`config.mk`:
```
export PLATFORM = sky130hd
export DESIGN_NAME = decode_pipe_unit
export DESIGN_NICKNAME = d
export VERILOG_FILES = /design/src/rtl/decode_pipe_unit.sv
export SDC_FILE = /design/constraint.sdc
export NUM_CORES = 2
export LEC_CHECK = 0
export ABC_AREA = 1
export BUFFER_PORTS_ARGS = -buffer_cell sky130_fd_sc_hd__buf_2
export CAP_MARGIN = 20
export CELL_PAD_IN_SITES_DETAIL_PLACEMENT = 0
export CELL_PAD_IN_SITES_GLOBAL_PLACEMENT = 1
export CORE_MARGIN = 4
export CORE_UTILIZATION = 47
export CTS_CLUSTER_SIZE = 40
export DETAILED_ROUTE_END_ITERATION = 10
export PLACE_DENSITY_LB_ADDON = 0.05
export SLEW_MARGIN = 20
export SYNTH_ARGS = -nofsm -noshare
export SYNTH_HDL_FRONTEND = slang
export SYNTH_SLANG_ARGS = --single-unit
```
`constraint.sdc`:
```
create_clock -name clock -period 3 [get_ports clock]
set_input_delay 0.3 -clock clock [delete_from_list [all_inputs] [get_ports clock]]
set_output_delay 0.3 -clock clock [all_outputs]
set_load 0.1 [all_outputs]
```
`src/rtl/decode_pipe_unit.sv`:
```
// Decode stage: register file with write-through bypass, opcode-driven immediate, RAW scoreboard.
// One-cycle latency into a registered output; in_ready drops on hazard, flush or held-output backpressure.
`timescale 1ns/1ps
module decode_pipe_unit #(
  parameter int CORE         = 0,
  parameter int ADDRESS_BITS = 20,
  parameter int DATA_WIDTH   = 32,
  parameter int REG_SEL_BITS = 5
) (
  input  logic                    clock,
  input  logic                    reset,
  input  logic [ADDRESS_BITS-1:0] PC,
  input  logic [31:0]             instruction,
  input  logic                    in_valid,
  output logic                    in_ready,
  input  logic                    out_ready,
  output logic                    out_valid,
  input  logic                    flush,
  input  logic                    write,
  input  logic [REG_SEL_BITS-1:0] write_reg,
  input  logic [DATA_WIDTH-1:0]   write_data,
  output logic [ADDRESS_BITS-1:0] PC_out,
  output logic [6:0]              opcode,
  output logic [2:0]              funct3,
  output logic [6:0]              funct7,
  output logic [REG_SEL_BITS-1:0] rd,
  output logic [DATA_WIDTH-1:0]   rs1_data,
  output logic [DATA_WIDTH-1:0]   rs2_data,
  output logic [DATA_WIDTH-1:0]   extend_imm,
  output logic [ADDRESS_BITS-1:0] branch_target,
  output logic [ADDRESS_BITS-1:0] JAL_target,
  input  logic                    report
);

  localparam int NREG = 1 << REG_SEL_BITS;
  localparam logic [6:0] OP_LUI    = 7'b0110111;
  localparam logic [6:0] OP_AUIPC  = 7'b0010111;
  localparam logic [6:0] OP_JAL    = 7'b1101111;
  localparam logic [6:0] OP_RTYPE  = 7'b0110011;
  localparam logic [6:0] OP_STORE  = 7'b0100011;
  localparam logic [6:0] OP_BRANCH = 7'b1100011;

  typedef struct packed {
    logic [ADDRESS_BITS-1:0] pc;
    logic [31:0]             instr;
    logic [DATA_WIDTH-1:0]   rs1_dat;
    logic [DATA_WIDTH-1:0]   rs2_dat;
    logic [DATA_WIDTH-1:0]   imm_dat;
  } hold_t;

  logic [DATA_WIDTH-1:0]   r_regs [NREG];
  logic [NREG-1:0]         r_busy;
  logic                    r_out_vld;
  hold_t                   r_hold;

  logic [6:0]              w_op;
  logic [REG_SEL_BITS-1:0] w_rs1, w_rs2, w_rd, w_hold_rd;
  logic                    w_use_rs1, w_use_rs2, w_wr_rd, w_hold_wr_rd;
  logic                    w_wb, w_hazard, w_accept;
  logic [DATA_WIDTH-1:0]   w_rs1_dat, w_rs2_dat, w_imm;
  logic [NREG-1:0]         w_busy_nxt;
  hold_t                   w_hold_nxt;

  function automatic logic f_writes_rd(input logic [6:0] op, input logic [REG_SEL_BITS-1:0] r);
    return (op != OP_STORE) && (op != OP_BRANCH) && (r != '0);
  endfunction

  function automatic logic [DATA_WIDTH-1:0] f_imm(input logic [31:0] i);
    logic [DATA_WIDTH-1:0] v;
    v = DATA_WIDTH'($signed(i[31:20]));
    case (i[6:0])
      OP_STORE:         v = DATA_WIDTH'($signed({i[31:25], i[11:7]}));
      OP_BRANCH:        v = DATA_WIDTH'($signed({i[31], i[7], i[30:25], i[11:8], 1'b0}));
      OP_LUI, OP_AUIPC: v = DATA_WIDTH'($signed({i[31:12], 12'b0}));
      OP_JAL:           v = DATA_WIDTH'($signed({i[31], i[19:12], i[20], i[30:21], 1'b0}));
      default:          v = DATA_WIDTH'($signed(i[31:20]));
    endcase
    return v;
  endfunction

  assign w_op         = instruction[6:0];
  assign w_rs1        = REG_SEL_BITS'(instruction[19:15]);
  assign w_rs2        = REG_SEL_BITS'(instruction[24:20]);
  assign w_rd         = REG_SEL_BITS'(instruction[11:7]);
  assign w_hold_rd    = REG_SEL_BITS'(r_hold.instr[11:7]);
  assign w_use_rs1    = (w_op != OP_LUI) && (w_op != OP_AUIPC) && (w_op != OP_JAL);
  assign w_use_rs2    = (w_op == OP_RTYPE) || (w_op == OP_STORE) || (w_op == OP_BRANCH);
  assign w_wr_rd      = f_writes_rd(w_op, w_rd);
  assign w_hold_wr_rd = f_writes_rd(r_hold.instr[6:0], w_hold_rd);
  assign w_wb         = write && (write_reg != '0);

  // x0 reads zero; a same-cycle writeback overrides the stored value
  assign w_rs1_dat = (w_rs1 == '0) ? '0 : (w_wb && write_reg == w_rs1) ? write_data : r_regs[w_rs1];
  assign w_rs2_dat = (w_rs2 == '0) ? '0 : (w_wb && write_reg == w_rs2) ? write_data : r_regs[w_rs2];
  assign w_imm     = f_imm(instruction);

  assign w_hazard = in_valid &&
                    ((w_use_rs1 && r_busy[w_rs1] && !(write && write_reg == w_rs1)) ||
                     (w_use_rs2 && r_busy[w_rs2] && !(write && write_reg == w_rs2)));
  assign in_ready = reset && (!r_out_vld || out_ready) && !w_hazard && !flush;
  assign w_accept = in_valid && in_ready;

  always_comb begin
    w_busy_nxt = r_busy;
    if (write) w_busy_nxt[write_reg] = 1'b0;
    if (flush && r_out_vld && w_hold_wr_rd) w_busy_nxt[w_hold_rd] = 1'b0;
    // set after clears so the newer producer keeps the register busy
    if (w_accept && w_wr_rd) w_busy_nxt[w_rd] = 1'b1;
  end

  always_comb begin
    w_hold_nxt.pc      = PC;
    w_hold_nxt.instr   = instruction;
    w_hold_nxt.rs1_dat = w_rs1_dat;
    w_hold_nxt.rs2_dat = w_rs2_dat;
    w_hold_nxt.imm_dat = w_imm;
  end

  always_ff @(posedge clock or negedge reset) begin
    if (!reset) begin
      for (int i = 0; i < NREG; i++) r_regs[i] <= '0;
    end else if (w_wb) begin
      r_regs[write_reg] <= write_data;
    end
  end

  always_ff @(posedge clock or negedge reset) begin
    if (!reset) begin
      r_busy    <= '0;
      r_out_vld <= 1'b0;
      r_hold    <= '0;
    end else begin
      r_busy <= w_busy_nxt;
      if (w_accept) begin
        r_out_vld <= 1'b1;
        r_hold    <= w_hold_nxt;
      end else if (flush || out_ready) begin
        r_out_vld <= 1'b0;
      end
    end
  end

  assign out_valid     = r_out_vld;
  assign PC_out        = r_hold.pc;
  assign opcode        = r_hold.instr[6:0];
  assign funct3        = r_hold.instr[14:12];
  assign funct7        = r_hold.instr[31:25];
  assign rd            = w_hold_rd;
  assign rs1_data      = r_hold.rs1_dat;
  assign rs2_data      = r_hold.rs2_dat;
  assign extend_imm    = r_hold.imm_dat;
  // offsets truncated to the address width give the same result modulo 2^ADDRESS_BITS
  assign branch_target = r_hold.pc + ADDRESS_BITS'($signed({r_hold.instr[31], r_hold.instr[7],
                         r_hold.instr[30:25], r_hold.instr[11:8], 1'b0}));
  assign JAL_target    = r_hold.pc + ADDRESS_BITS'($signed({r_hold.instr[31], r_hold.instr[19:12],
                         r_hold.instr[20], r_hold.instr[30:21], 1'b0}));

`ifndef SYNTHESIS
  logic [31:0] r_cycle;
  always_ff @(posedge clock or negedge reset) begin
    if (!reset) begin
      r_cycle <= '0;
    end else begin
      r_cycle <= r_cycle + 32'd1;
      if (report)
        $display("core%0d cycle=%0d pc_out=%h out_valid=%b in_ready=%b busy=%h",
                 CORE, r_cycle, PC_out, out_valid, in_ready, r_busy);
    end
  end
`endif

endmodule

```
# ---- Word-level counts from Yosys, hierarchy flattened
# Cells that the tools add are included.
dict set report word_totals {
  register_bits 1205
  in_bits 96
  out_inout_bits 180
  word_cells 149
}
dict set report op_classes {
  addsub 2
  order_cmp 12
  eq_ne 15
  n_mux 29
  n_bitwise 8
  reduce_logical 44
}
# op count
set ops {}
lappend ops {{$bwmux W1024} 1}
lappend ops {{$mux W32} 12}
lappend ops {{$bmux W32 S5} 2}
lappend ops {{$demux W32 S5} 1}
lappend ops {{$pmux W31 S4} 1}
lappend ops {{$and A32 B32 Y32} 2}
lappend ops {{$not A32 Y32} 2}
lappend ops {{$add A20 B20 Y20} 2}
lappend ops {{$or A32 B32 Y32} 1}
lappend ops {{$lt A5 B6 Y1 const B} 5}
lappend ops {{$logic_and A1 B1 Y1} 27}
lappend ops {{$eq A7 B6 Y1 const B} 3}
lappend ops {{$ne A7 B6 Y1 const B} 3}
lappend ops {{$ne A7 B7 Y1 const B} 3}
lappend ops {{$ge A6 B6 Y1 const B} 3}
lappend ops {{$not A5 Y6} 3}
lappend ops {{$demux W1 S5} 3}
lappend ops {{$ge A5 B1 Y1 const B} 3}
lappend ops {{$reduce_bool A5 Y1} 3}
lappend ops {{$eq A7 B7 Y1 const B} 2}
lappend ops {{$bmux W1 S5} 2}
lappend ops {{$eq A5 B5 Y1} 2}
lappend ops {{$logic_not A5 Y1} 2}
lappend ops {{$eq A7 B5 Y1 const B} 1}
lappend ops {{7 further kinds} 21}

# ---- Logic depth before layout (Yosys ltp)
dict set report logic_depth {
  word_depth 13
  mapped_depth 16
  ltp_nobuf 12
}

# ---- Worst setup path after synthesis
# OpenSTA, ideal clock, no wires.
dict set report synth_timing {
  kind {reg-to-output}
  from {register r_out_vld, in the netlist out_valid}
  to {output in_ready}
  arrival_ps 3384
  required_ps 2700
  path_slack_ps -684
  stages_incl_launch_ff 5
  n_path_buf 0
  cell_sequence {dfrtp_1 inv_1 nor2_1 nor3b_1 a21boi_0}
}
dict set report synth_via {
  elab_chain_cells 5
}
# element line
set synth_rtl {}
lappend synth_rtl {{start: declaration} 53} ;# logic r_out_vld;
lappend synth_rtl {{start signal: assignment} 130} ;# r_out_vld <= 1'b0;
lappend synth_rtl {{start signal: assignment} 135} ;# r_out_vld <= 1'b1;
lappend synth_rtl {{start signal: assignment} 138} ;# r_out_vld <= 1'b0;
lappend synth_rtl {{$logic_not A1 Y1} 100} ;# assign in_ready = reset && (!r_out_vld || out_ready) && !w_hazard && !flush;
lappend synth_rtl {{$logic_or A1 B1 Y1} 100}
lappend synth_rtl {{$logic_and A1 B1 Y1 (3 in series)} 100}
lappend synth_rtl {{end: declaration} 15} ;# output logic in_ready,
# Every way passes these cells.

# ---- Final worst setup path
dict set report layout_timing {
  from {register r_hold, in the netlist PC_out[10]}
  to {output branch_target[19]}
}
dict set report layout_via {
  elab_chain_cells 1
}
# element line
set layout_rtl {}
lappend layout_rtl {{start: declaration} 54} ;# hold_t r_hold;
lappend layout_rtl {{start signal: assignment} 136} ;# r_hold <= w_hold_nxt;
lappend layout_rtl {{$add A20 B20 Y20} 153} ;# assign branch_target = r_hold.pc + ADDRESS_BITS'($signed({r_hold.instr[31], r_hold.instr[7],
lappend layout_rtl {{end: declaration} 30} ;# output logic [ADDRESS_BITS-1:0] branch_target,
# Every way passes these cells.

==> results_dict.tcl <==
set metrics [dict create \
    status "finished, violations left" \
    violations "negative setup slack" \
    start_util_pct 47.5 \
    synthCells 9040 \
    max-cap-violations 0 \
    crit_type "flip-flop to primary output" \
    p_clk_share_pct 27.6 \
    synth_compound_gate_area_share_pct 23.2 \
    cts_sinks 1204 \
    grt_max_degree 174 \
    vias_per_cell 5.96 \
    synthAdderAreaFrac_pct 0.615 \
    power.switching_mw 25.6 \
    switching_share_pct 41.4 \
    finalMaxSlewViolations 0 \
    clkTransAtPathRegs_ns 0.06 \
    grt_setup_unrepaired "true" \
    clkLatencyLatePin_ns 0.77 \
    fin_area_mm2 0.0764 \
    setup_slack_ns -0.263 \
    finalWirelength_mm 270 \
    avgSynthCellArea_um2 7.47 \
    ys_types 35 \
    seqPwrFrac_pct 35.1 \
    relSlewSlack_pct 19.6 \
    startpoint_type "flip-flop" \
    endpoint_kind "primary output" \
    cp_top_family "compound AO/OA/AOI/OAI gates" \
    setup_viol 16 \
    grt_pass1_vias 60132 \
    nFillCells 13602 \
    combPwrFrac_pct 37.3 \
    fin_skew_ns 0.0268 \
    hold_class "input port to flip-flop" \
    synth_top_family_by_area "compound AO/OA/AOI/OAI gates" \
    io_pins 276 \
    hold_depth 5 \
    numCtsBuffers 142 \
    grt_pass1_wl_mm 400 \
    finalCritPeriodShare_pct 109 \
    via_count 64421 \
    critPathRequiredTime_ns 2.70 \
    io_buffers 274 \
    r2r_cells 8 \
    hp-start "instruction[16]" \
    antenna_found_initial 9 \
    drt_iter0_markers 8110 \
    worstPathCellList "ha_4 -> buf_6 -> a21oi_4 -> o21ai_0 -> a21oi_1 -> nand2_2 -> a21oi_2 -> nor2_1 -> nor2_2 -> xor2_2 -> buf_12" \
    period_minus_slack_ns 3.26 \
    clockBufferDepth 3 \
    slowest_stage "dfrtp_1" \
    synth_edf_count 0 \
    syn_nets 9168 \
    synth-seq-cells 1204 \
    dieHeight_um 387 \
    max_freq_ghz 0.306 \
    coreArea_mm2 0.142 \
    yosys_warnings 0 \
    drc 0 \
    synth-simple-area-share_pct 20.0 \
    critPathBufInv 2 \
    area_delta_synth_final_pct 13.1 \
    async_reset_ff_share_pct 100 \
    clockRootBuffer "clkbuf_16" \
    place_congestion 0.900 \
    overflow 0 \
    finalHoldViolCount 0 \
    r2r_setup_slack_ns 0.24 \
    drt_pass1_iterations 7 \
    p_leak_nw 34.4 \
    ys_dominant_reg_cell "dfrtp_1" \
    crit_arrival_ns 2.96 \
    internal_power_mw 36.3 \
    hpwl_mm 153 \
    wire_per_inst_um 25.0 \
    synth-xor-area-share_pct 0.506 \
    startpoint "PC_out[10]$_DFFE_PN0P_" \
    stdcell_count 10808 \
    tightestPinTransition_ns 1.21 \
    cts_tree "yes" \
    place_area_mm2 0.0700 \
    synth_area_mm2 0.0675 \
    crit_fanout 7 \
    reg2reg_from "opcode[5]$_DFFE_PN0P_" \
    drive_gt1_share_pct 10.5 \
    rows 138 \
    vdd_drop_max_mv 2.49 \
    die_area_mm2 0.150 \
    track_usage_pct 35.0 \
    max_stage_delay_ns 0.43 \
    power.density_mw_per_mm2 811 \
    h-tree-depth 4 \
    nNetsFinal 8934 \
    synthMuxAreaShare_pct 0 \
    ys_seq_area_share_pct 44.6 \
    dp_cells 10447 \
    die_w_um 387 \
    ant_nets 0 \
    path_depth 11 \
]
-- cells in the mapped netlist (170+ instances only) --
library cell	instances	area (um^2)
dfrtp_1	1204	30100
o21ai_1	219	1100
clkbuf_1	504	1890
nor2_1	208	781
inv_1	654	2450
o211ai_1	522	3920
nand2_1	1999	7500
buf_4	170	1280
buf_2	193	966
o21ai_0	1526	7640
nand3_1	995	4980
a21oi_1	567	2840
-- tightest hold or removal path: cells and delay by family --
kind / cells / cell delay, ns
buffers and inverters: 2 / 0.23
and+or+nand+nor: 2 / 0.11
AOI/OAI and AO/OA: 1 / 0.10
-- power by group through the flow --
stage,Sequential (mW),Combinational [mW],Clock (mW)
after floorplan,21.3,17.0,0
after global placement,21.8,21.3,0
after detailed placement,21.8,21.5,0
after CTS,21.6,22.6,17.4
after global routing,22.1,24.7,18.1
final,21.7,23.1,17.1
-- final timing paths --
path	endpoint
hold reg to reg	r_regs[1023]$_DFFE_PN0P_
min in group asynchronous	extend_imm[18]$_DFFE_PN0P_
setup / recovery	branch_target[19]
setup reg to reg	r_busy[19]$_DFF_PN0_
max in group asynchronous	r_regs[525]$_DFFE_PN0P_
hold / removal	extend_imm[16]$_DFFE_PN0P_
-- cells in the final DEF (no fill, tap or decap), types with 12 or more instances in the layout --
cell type	instances
nand2_4	12
o21ai_1	221
clkbuf_16	146
dlygate4sd3_1	67
clkbuf_1	47
o21ai_0	1514
dfrtp_1	1196
clkinv_2	24
nor3_1	24
inv_1	649
buf_6	18
buf_2	233
a21oi_1	547
a21oi_2	14
nand2_1	1979
ha_4	25
nor2_4	18
buf_12	108
a21o_1	15
nand3_1	980
buf_4	185
o211ai_1	522
nand3_2	13
nor2_1	188
clkbuf_8	29
-- cell type report --
| type | instances | area (um^2) | area share, % |
|---|---|---|---|
| Clock buffer | 222 | 4230 | 5.54 |
| Tap cell | 1890 | 2360 | 3.10 |
| Multi-Input combinational cell | 6173 | 31100 | 40.8 |
| Sequential cell | 1204 | 30100 | 39.5 |
| Clock inverter | 28 | 282 | 0.369 |
| Timing Repair Buffer | 615 | 5650 | 7.40 |
| Antenna cell | 6 | 15.0 | 0.0197 |
| Inverter | 670 | 2540 | 3.33 |
-- metal layers --
metal	GRT usage [%]	wire (um)	vias to the layer above
met5	0	0	-
met1	49.1	114000	30986
met3	6.44	25600	543
met2	53.8	118000	3117
li1	-	-	29775
met4	14.2	12000	0
-- registers in the layout, indices dropped and copies added (netlist names) --
signal      cells
PC_out         20
extend_imm     31
funct3          3
funct7          7
opcode          7
out_valid       1
r_busy         32
r_hold         10
r_regs       1024
rd              5
rs1_data       32
rs2_data       32
-- logic make-up (layout without fill, tap and decap cells) --
logic type / count (synthesis) / in the layout
buf+inv: 1663 / 1535
fa+ha+maj: 32 / 32
other cells: 0 / 6
flops: 1204 / 1204
compound gates: 2859 / 2859
simple gates: 3243 / 3243
xor+xnor: 39 / 39
-- through the flow --
stage          hold slack (ns)  setup slack, ns  TNS, ns  total power, mW  util (%)
3_3_place_gp             0.181           0.0153        0             43.0      49.2
3_5_place_dp             0.180          0.00106        0             43.4      49.2
2_1_floorplan          0.00441           -0.149   -0.852             38.3         -
5_1_grt                 0.0275           -0.400    -3.92             64.9      53.7
6_report                0.0360           -0.263    -2.01             61.9      53.7
4_1_cts               0.000713           -0.384    -2.81             61.7      53.5
-- repair_timing --
item / 4_1_cts / 5_1_grt
gates resized for setup: 157 / 40
hold buffers: 67 / 0
setup endpoints to repair: 30 / 25
setup buffers: 30 / 10
pin swaps: 34 / 30
endpoints found under the hold margin: 720 / 0
Power figures use the tool's default switching activity.
